File: src/rtl/cu_sequencer.sv
// cu_sequencer: micro-step sequencer and control-word decoder for the 8-bit
// mini-CPU. Every instruction is a 4-step fetch (opcode byte, operand byte)
// followed by one or two execute steps.
// Optional build macro: CU_ILLEGAL_TRAP_EN. When it is defined, an unlisted
// opcode reaching T4 traps, setting illegal and halted. When it is undefined,
// unlisted opcodes run as NOP and illegal is tied low.
module cu_sequencer #(
   parameter int STEP_W = 4,
   parameter int OPW    = 8
) (
   input  logic              clk,
   input  logic              rst,
   input  logic              en,
   input  logic [OPW-1:0]    opcode,
   output logic [STEP_W-1:0] step,
   output logic              SC_reset_next,
   output logic              pc_out,
   output logic              pc_inc,
   output logic              pc_load,
   output logic              mar_in,
   output logic              opcode_in,
   output logic              operand_in,
   output logic              operand_out,
   output logic              RAM_in,
   output logic              RAM_out,
   output logic              regA_in,
   output logic              regA_out,
   output logic              regC_in_enable,
   output logic              regC_out_enable,
   output logic              halted,
   output logic              illegal
);

   localparam logic [STEP_W-1:0] STEP_MAX = STEP_W'(5);

   localparam logic [OPW-1:0] OP_NOP = OPW'(8'h00);
   localparam logic [OPW-1:0] OP_LDA = OPW'(8'h01);
   localparam logic [OPW-1:0] OP_STA = OPW'(8'h02);
   localparam logic [OPW-1:0] OP_LDC = OPW'(8'h03);
   localparam logic [OPW-1:0] OP_STC = OPW'(8'h04);
   localparam logic [OPW-1:0] OP_MAC = OPW'(8'h05);
   localparam logic [OPW-1:0] OP_MCA = OPW'(8'h06);
   localparam logic [OPW-1:0] OP_LDI = OPW'(8'h07);
   localparam logic [OPW-1:0] OP_JMP = OPW'(8'h08);
   localparam logic [OPW-1:0] OP_HLT = OPW'(8'hFF);

   // Run/halt state; halted is this state made visible on a port.
   typedef enum logic {
      ST_RUN  = 1'b0,
      ST_HALT = 1'b1
   } run_state_t;

   // One bit per datapath strobe, including the end-of-instruction flag.
   typedef struct packed {
      logic sc_reset_next;
      logic pc_out;
      logic pc_inc;
      logic pc_load;
      logic mar_in;
      logic opcode_in;
      logic operand_in;
      logic operand_out;
      logic ram_in;
      logic ram_out;
      logic rega_in;
      logic rega_out;
      logic regc_in;
      logic regc_out;
   } ctl_t;

   run_state_t        state_q, state_d;
   logic [STEP_W-1:0] step_q, step_d;
   ctl_t              raw;    // decoded for the current step, before gating
   ctl_t              ctl;    // gated strobes that reach the ports
   logic              active; // this cycle may strobe and advance
   logic              hold;   // HLT or trap at T4: stop here instead of advancing
   logic              trap;   // unlisted opcode at T4 under the trap build

`ifdef CU_ILLEGAL_TRAP_EN
   logic illegal_q, illegal_d;
`endif

   // State register: step counter, run/halt state and the sticky trap flag.
   always_ff @(posedge clk) begin
      if (rst) begin
         step_q  <= '0;
         state_q <= ST_RUN;
`ifdef CU_ILLEGAL_TRAP_EN
         illegal_q <= 1'b0;
`endif
      end else begin
         step_q  <= step_d;
         state_q <= state_d;
`ifdef CU_ILLEGAL_TRAP_EN
         illegal_q <= illegal_d;
`endif
      end
   end

   // Decode the step/opcode into strobes and compute the next step and state.
   always_comb begin
      raw     = '0;
      hold    = 1'b0;
      trap    = 1'b0;
      step_d  = step_q;
      state_d = state_q;
`ifdef CU_ILLEGAL_TRAP_EN
      illegal_d = illegal_q;
`endif
      active  = en & (state_q == ST_RUN) & ~rst;

      case (step_q)
         STEP_W'(0): begin
            raw.pc_out = 1'b1;
            raw.mar_in = 1'b1;
         end
         STEP_W'(1): begin
            raw.ram_out   = 1'b1;
            raw.opcode_in = 1'b1;
            raw.pc_inc    = 1'b1;
         end
         STEP_W'(2): begin
            raw.pc_out = 1'b1;
            raw.mar_in = 1'b1;
         end
         STEP_W'(3): begin
            raw.ram_out    = 1'b1;
            raw.operand_in = 1'b1;
            raw.pc_inc     = 1'b1;
         end
         STEP_W'(4): begin
            case (opcode)
               OP_NOP: raw.sc_reset_next = 1'b1;
               OP_LDA, OP_STA, OP_LDC, OP_STC: begin
                  raw.operand_out = 1'b1;
                  raw.mar_in      = 1'b1;
               end
               OP_MAC: begin
                  raw.rega_out      = 1'b1;
                  raw.regc_in       = 1'b1;
                  raw.sc_reset_next = 1'b1;
               end
               OP_MCA: begin
                  raw.regc_out      = 1'b1;
                  raw.rega_in       = 1'b1;
                  raw.sc_reset_next = 1'b1;
               end
               OP_LDI: begin
                  raw.operand_out   = 1'b1;
                  raw.rega_in       = 1'b1;
                  raw.sc_reset_next = 1'b1;
               end
               OP_JMP: begin
                  raw.operand_out   = 1'b1;
                  raw.pc_load       = 1'b1;
                  raw.sc_reset_next = 1'b1;
               end
               OP_HLT: hold = 1'b1;
               default: begin
`ifdef CU_ILLEGAL_TRAP_EN
                  hold = 1'b1;
                  trap = 1'b1;
`else
                  raw.sc_reset_next = 1'b1;
`endif
               end
            endcase
         end
         STEP_W'(5): begin
            // Only the memory-access opcodes reach T5. Anything else ends
            // the instruction quietly so the sequencer cannot wedge here.
            raw.sc_reset_next = 1'b1;
            case (opcode)
               OP_LDA: begin
                  raw.ram_out = 1'b1;
                  raw.rega_in = 1'b1;
               end
               OP_STA: begin
                  raw.rega_out = 1'b1;
                  raw.ram_in   = 1'b1;
               end
               OP_LDC: begin
                  raw.ram_out = 1'b1;
                  raw.regc_in = 1'b1;
               end
               OP_STC: begin
                  raw.regc_out = 1'b1;
                  raw.ram_in   = 1'b1;
               end
               default: ;
            endcase
         end
         default: ; // corrupted step: no strobes, watchdog recovers below
      endcase

      ctl = raw & {$bits(ctl_t){active}};

      if (active) begin
         if (step_q > STEP_MAX) begin
            step_d = '0;
         end else if (hold) begin
            state_d = ST_HALT;
`ifdef CU_ILLEGAL_TRAP_EN
            if (trap) illegal_d = 1'b1;
`endif
         end else if (raw.sc_reset_next) begin
            step_d = '0;
         end else begin
            step_d = step_q + STEP_W'(1);
         end
      end
   end

   assign step            = step_q;
   assign halted          = (state_q == ST_HALT);
   assign SC_reset_next   = ctl.sc_reset_next;
   assign pc_out          = ctl.pc_out;
   assign pc_inc          = ctl.pc_inc;
   assign pc_load         = ctl.pc_load;
   assign mar_in          = ctl.mar_in;
   assign opcode_in       = ctl.opcode_in;
   assign operand_in      = ctl.operand_in;
   assign operand_out     = ctl.operand_out;
   assign RAM_in          = ctl.ram_in;
   assign RAM_out         = ctl.ram_out;
   assign regA_in         = ctl.rega_in;
   assign regA_out        = ctl.rega_out;
   assign regC_in_enable  = ctl.regc_in;
   assign regC_out_enable = ctl.regc_out;

`ifdef CU_ILLEGAL_TRAP_EN
   assign illegal = illegal_q;
   wire unused_trap = trap;
`else
   assign illegal = 1'b0;
   wire unused_trap = trap;
`endif

endmodule

File: config.mk
export PLATFORM = sky130hd
export DESIGN_NAME = cu_sequencer
export DESIGN_NICKNAME = d
export VERILOG_FILES = /design/src/rtl/cu_sequencer.sv
export SDC_FILE = /design/constraint.sdc
export NUM_CORES = 1
export LEC_CHECK = 0
export ABC_CLOCK_PERIOD_IN_PS = 2500
export BUFFER_PORTS_ARGS = -buffer_cell sky130_fd_sc_hd__buf_4
export CAP_MARGIN = 20
export CORE_MARGIN = 2
export CORE_UTILIZATION = 49
export CTS_CLUSTER_DIAMETER = 60
export DETAILED_ROUTE_END_ITERATION = 10
export PLACE_DENSITY = 0.89
export SYNTH_ARGS = -nofsm -noshare
export SYNTH_HDL_FRONTEND = slang
export SYNTH_SLANG_ARGS = --single-unit
export TNS_END_PERCENT = 1
File: constraint.sdc
create_clock -name clk -period 2.5 [get_ports clk]
set_input_delay 0.375 -clock clk [delete_from_list [all_inputs] [get_ports clk]]
set_output_delay 0.375 -clock clk [all_outputs]
set_load 0.1 [all_outputs]
=== Word-level counts from Yosys, hierarchy flattened ===
Cells that the tools add are included.

* Output and inout bits: 20
* Bits of input ports: 11
* Flip-flop bits (word level): 5

* Equal/unequal tests: 15
* Mux-type cells: 29
* Reductions and logical operators: 11
* Magnitude comparators: 1
* Bitwise gates (word level): 6
* Add/sub/neg operators: 1

{| class="wikitable"
|+ Operators with widths
! kind !! count
|-
| $eq 8x3->1 const B || 4
|-
| $mux 1 || 21
|-
| $eq 8x2->1 const B || 2
|-
| $and 14x14->14 || 1
|-
| $mux 4 || 3
|-
| $reduce_or 2->1 || 5
|-
| $eq 4x2->1 const B || 2
|-
| $eq 4x3->1 const B || 2
|-
| $eq 8x1->1 const B || 1
|-
| $eq 8x4->1 const B || 1
|-
| $eq 8x8->1 const B || 1
|-
| $pmux 4 s2 || 1
|-
| $pmux 1 s2 || 3
|-
| $reduce_or 6->1 || 1
|-
| $reduce_or 5->1 || 1
|-
| $add 4x1->4 const B || 1
|-
| $eq 4x1->1 const B || 1
|-
| $gt 4x3->1 const B || 1
|-
| $logic_not 4->1 || 1
|-
| $reduce_or 4->1 || 1
|-
| $not 1->1 || 3
|-
| $reduce_and 3->1 || 1
|-
| $and 1x1->1 || 2
|-
| $mux 2 || 1
|-
| 2 further kinds || 2
|}

=== Longest topological paths before layout ===
* Word-level depth: 7
* Gate-level depth with buffers: 6
* Depth with buffers taken out: 6

=== Worst setup path after synthesis ===
No wires, ideal clock.

* Path kind: register to output
* Start: register step_q[0] (netlist: step[0])
* End: output port regC_out_enable
* Cell stages (with the launch flop): 6
* Arrival time: 4827 ps
* Buffers on the path: 0
* Path slack: -2702 ps
* Cell sequence: dfxtp_1 ha_1 nand3b_1 nor2_1 a21oi_1 nor4b_1

* Longest elaborated chain between the ends: 3

{| class="wikitable"
|+ Ends and longest elaborated chain
! item !! RTL line !! text
|-
| from (decl) || 72 || <nowiki>logic [STEP_W-1:0] step_q, step_d;</nowiki>
|-
| from (signal assigned) || 92 || <nowiki>step_q <= step_d;</nowiki>
|-
| $eq 4x3->1 || 112 || <nowiki>case (step_q)</nowiki>
|-
| $pmux 4 s2 (*) || 112 ||
|-
| $and 14x14->14 (*) || 196 || <nowiki>ctl = raw & {$bits(ctl_t){active}};</nowiki>
|-
| to (decl) || 29 || <nowiki>output logic regC_out_enable,</nowiki>
|}

Every way passes the cells marked *; elsewhere a longest branch is shown, timed or not.

=== Worst setup path in the final report ===
* Start: register step_q[1] (netlist: step[1])
* End: output port SC_reset_next

* Longest elaborated chain between the ends: 3

{| class="wikitable"
|+ Ends and longest elaborated chain
! item !! RTL line !! text
|-
| $eq 4x3->1 || 112 ||
|-
| $pmux 1 s2 (*) || 112 ||
|-
| $and 14x14->14 (*) || 196 ||
|-
| to (decl) || 16 || <nowiki>output logic SC_reset_next,</nowiki>
|}

Marked as above.

==> impl_metrics.yaml <==
global_routing:
  grt_pass1_vias: 733
  gr-usage-all-layers: 0.229
  grt_pass1_wl_um: 3240
  grt_max_degree: 16
  antenna_found_initial: 0
  gr-total-overflow: 0
worst_setup_path:
  path_delay_family: "buffers and inverters"
  start_kind: "register"
  path_cells: "inv_1 -> ha_2 -> and3b_1 -> o21ai_1 -> o21a_1 -> nor2_2 -> buf_4"
  critPathArrivalTime_ns: 1.97
  endpoint_kind: "primary output"
  path_buf_inv: 2
  critical_path_class: "reg2out"
  max_stage_delay_ns: 0.35
  slowest_stage: "dfxtp_4"
  worst-path-max-fanout: 6
  worstPathRequired_ns: 2.12
detailed_routing:
  vias_per_cell: 5.91
  drc: 0
  finalWirelength_um: 1820
  vias: 762
  drt_iter0_markers: 10
  wl_per_cell_um: 14.1
  ant_nets: 0
  firstDrtPassIters: 5
die:
  core-area_um2: 1320
  ioPinCount: 31
  num_rows: 13
  fp.dieW_um: 41.7
  initial_core_util: 0.528
  die-height_um: 41.7
  fp.dieArea_um2: 1740
clock_tree:
  cts_tree: "built"
  clockBufferDepth: 2
  root_buffer: "clkbuf_4"
  clkTransAtPathRegs_ns: 0.04
  clk_latency_ns: 0.23
  numClockSinks: 5
  cts_resized: 0
  cts_buffers: 3
  ctsHoldBuffers: 0
  cts_setup_buffers: 0
  cts.htree.levels: 1
timing:
  period_share: 0.937
  rsz0062_at_grt: "false"
  setup_ws_ns: 0.159
  finalSetupViolCount: 0
  period_needed_ns: 2.34
  finalSetupTns_ns: 0
  hold_viol: 0
  final_max_slew_viol_count: 0
  clock-skew-final_ns: 0.000728
  clock.fmax_mhz: 427
run:
  cap_viol_max_count: 0
placed_design:
  placed_cells: 125
  place.gp.congestion: 0.759
  post-dp-hpwl_um: 1450
  port_buffers: 29
  post-place-ws_ns: 0.316
synth:
  synth_top_flop_cell: "dfxtp_1"
  yosysSeqAreaShare: 0.144
  synth_area_per_cell_um2: 8.28
  syn-cell-area_um2: 696
  synth-edff-count: 0
  syn_inst: 84
  ys_types: 44
  yosys_warnings: 0
  postSynth.asyncResetShare: 0
  ys_ff_latch: 5
  syn_nets: 99
cells_and_area:
  diodes: 0
  nets: 130
  syn2layout_area_growth_pct: 52.0
  fillers: 89
  final_cells: 129
  drive_gt1_frac: 0.553
power:
  ir_drop_mv: 0.252
  p_per_area_nw_per_um2: 293
  p_leak_nw: 0.439
outcome:
  outcome: "complete, no violations"
worst_hold_path:
  holdCritPathClass: "in2reg"
-- Yosys cell counts (2+ instances only) --
master / number / area share
nor3b_1: 2 / 0.022
nor4b_1: 2 / 0.025
o31ai_1: 2 / 0.022
o21ai_0: 2 / 0.014
nor3_1: 2 / 0.014
clkbuf_1: 2 / 0.011
and3_1: 2 / 0.018
nand3b_1: 8 / 0.086
inv_1: 4 / 0.022
ha_1: 4 / 0.072
buf_4: 2 / 0.022
o21ai_1: 3 / 0.022
dfxtp_1: 5 / 0.14
nor2_1: 6 / 0.032
a21oi_1: 6 / 0.043
nand3_1: 3 / 0.022
nand4_1: 2 / 0.018
-- routing by layer --
layer	track usage	vias to the layer above	wire, um
met5	0	-	0
met4	0.0839	0	17
met3	0.00870	2	45
met2	0.431	18	1020
met1	0.270	367	730
li1	-	375	-
-- flip-flops by register name, indices dropped and copies added (netlist names) --
register / cells
step: 4
halted: 1
-- power by group --
part / switching, mW / leakage, nW / internal, mW
combinational: 0.0938 / 0.380 / 0.0418
clock: 0.0281 / 0.0150 / 0.0600
sequential: 0.00491 / 0.0438 / 0.0808
total: 0.127 / 0.439 / 0.183
-- metrics by stage --
step / hold slack [ns] / area [um^2] / total power, mW / utilization
floorplan: 0.440 / 811 / 0.188 / -
global placement: 0.501 / 1030 / 0.219 / 0.783
detailed placement: 0.507 / 1030 / 0.222 / 0.783
CTS: 0.355 / 1060 / 0.313 / 0.802
global route: 0.386 / 1060 / 0.325 / 0.802
finish: 0.366 / 1060 / 0.309 / 0.802
-- cells in the final DEF (no fill, tap or decap), drive strengths merged --
cell | Yosys | layout
nor3b | 3 | 3
a21oi | 6 | 6
o31ai | 4 | 4
a21o | 2 | 2
nand4 | 2 | 2
conb | 1 | 1
nor4 | 2 | 2
o21ai | 5 | 5
and2b | 1 | 1
ha | 4 | 4
nand3b | 9 | 9
nor4b | 2 | 2
xor2 | 1 | 1
xnor2 | 1 | 1
o211ai | 2 | 2
or3b | 1 | 1
o21a | 1 | 1
or2 | 1 | 1
nor2 | 6 | 6
o211a | 1 | 1
inv | 4 | 4
and3 | 3 | 3
a211oi | 1 | 1
nand4b | 1 | 1
buf | 3 | 31
nand2 | 2 | 2
dfxtp | 5 | 5
o21bai | 1 | 1
and4bb | 1 | 1
and3b | 1 | 1
nand3 | 3 | 3
nor3 | 2 | 2
clkbuf | 2 | 4
-- layout make-up --
cell class | instances | area [um^2] | area share
Timing Repair Buffer | 31 | 233 | 0.220
Multi-Input combinational cell | 70 | 651 | 0.615
Sequential cell | 5 | 114 | 0.108
Clock buffer | 4 | 26.3 | 0.0249
Tap cell | 15 | 18.8 | 0.0178
Inverter | 4 | 15.0 | 0.0142
-- cell families (layout without fill, tap and decap cells) --
family                   count (synthesis)  in the layout  synth area share
buffers and inverters                    9             39            0.0611
other                                    1              1           0.00539
adder cells (fa/ha/maj)                  4              4            0.0719
AO/OA/AOI/OAI                           23             23             0.261
flip-flops                               5              5             0.144
XOR/XNOR                                 2              2            0.0252
AND/OR/NAND/NOR                         40             40             0.432
-- final timing paths --
check	cells after the start	slack (ns)	startpoint	endpoint
min	2	0.37	rst	halted
min reg2reg	1	0.51	step[0]	step[0]
max reg2reg	6	0.80	step[1]	step[3]
max	7	0.16	step[1]	SC_reset_next
Power figures use the tool's default switching activity.
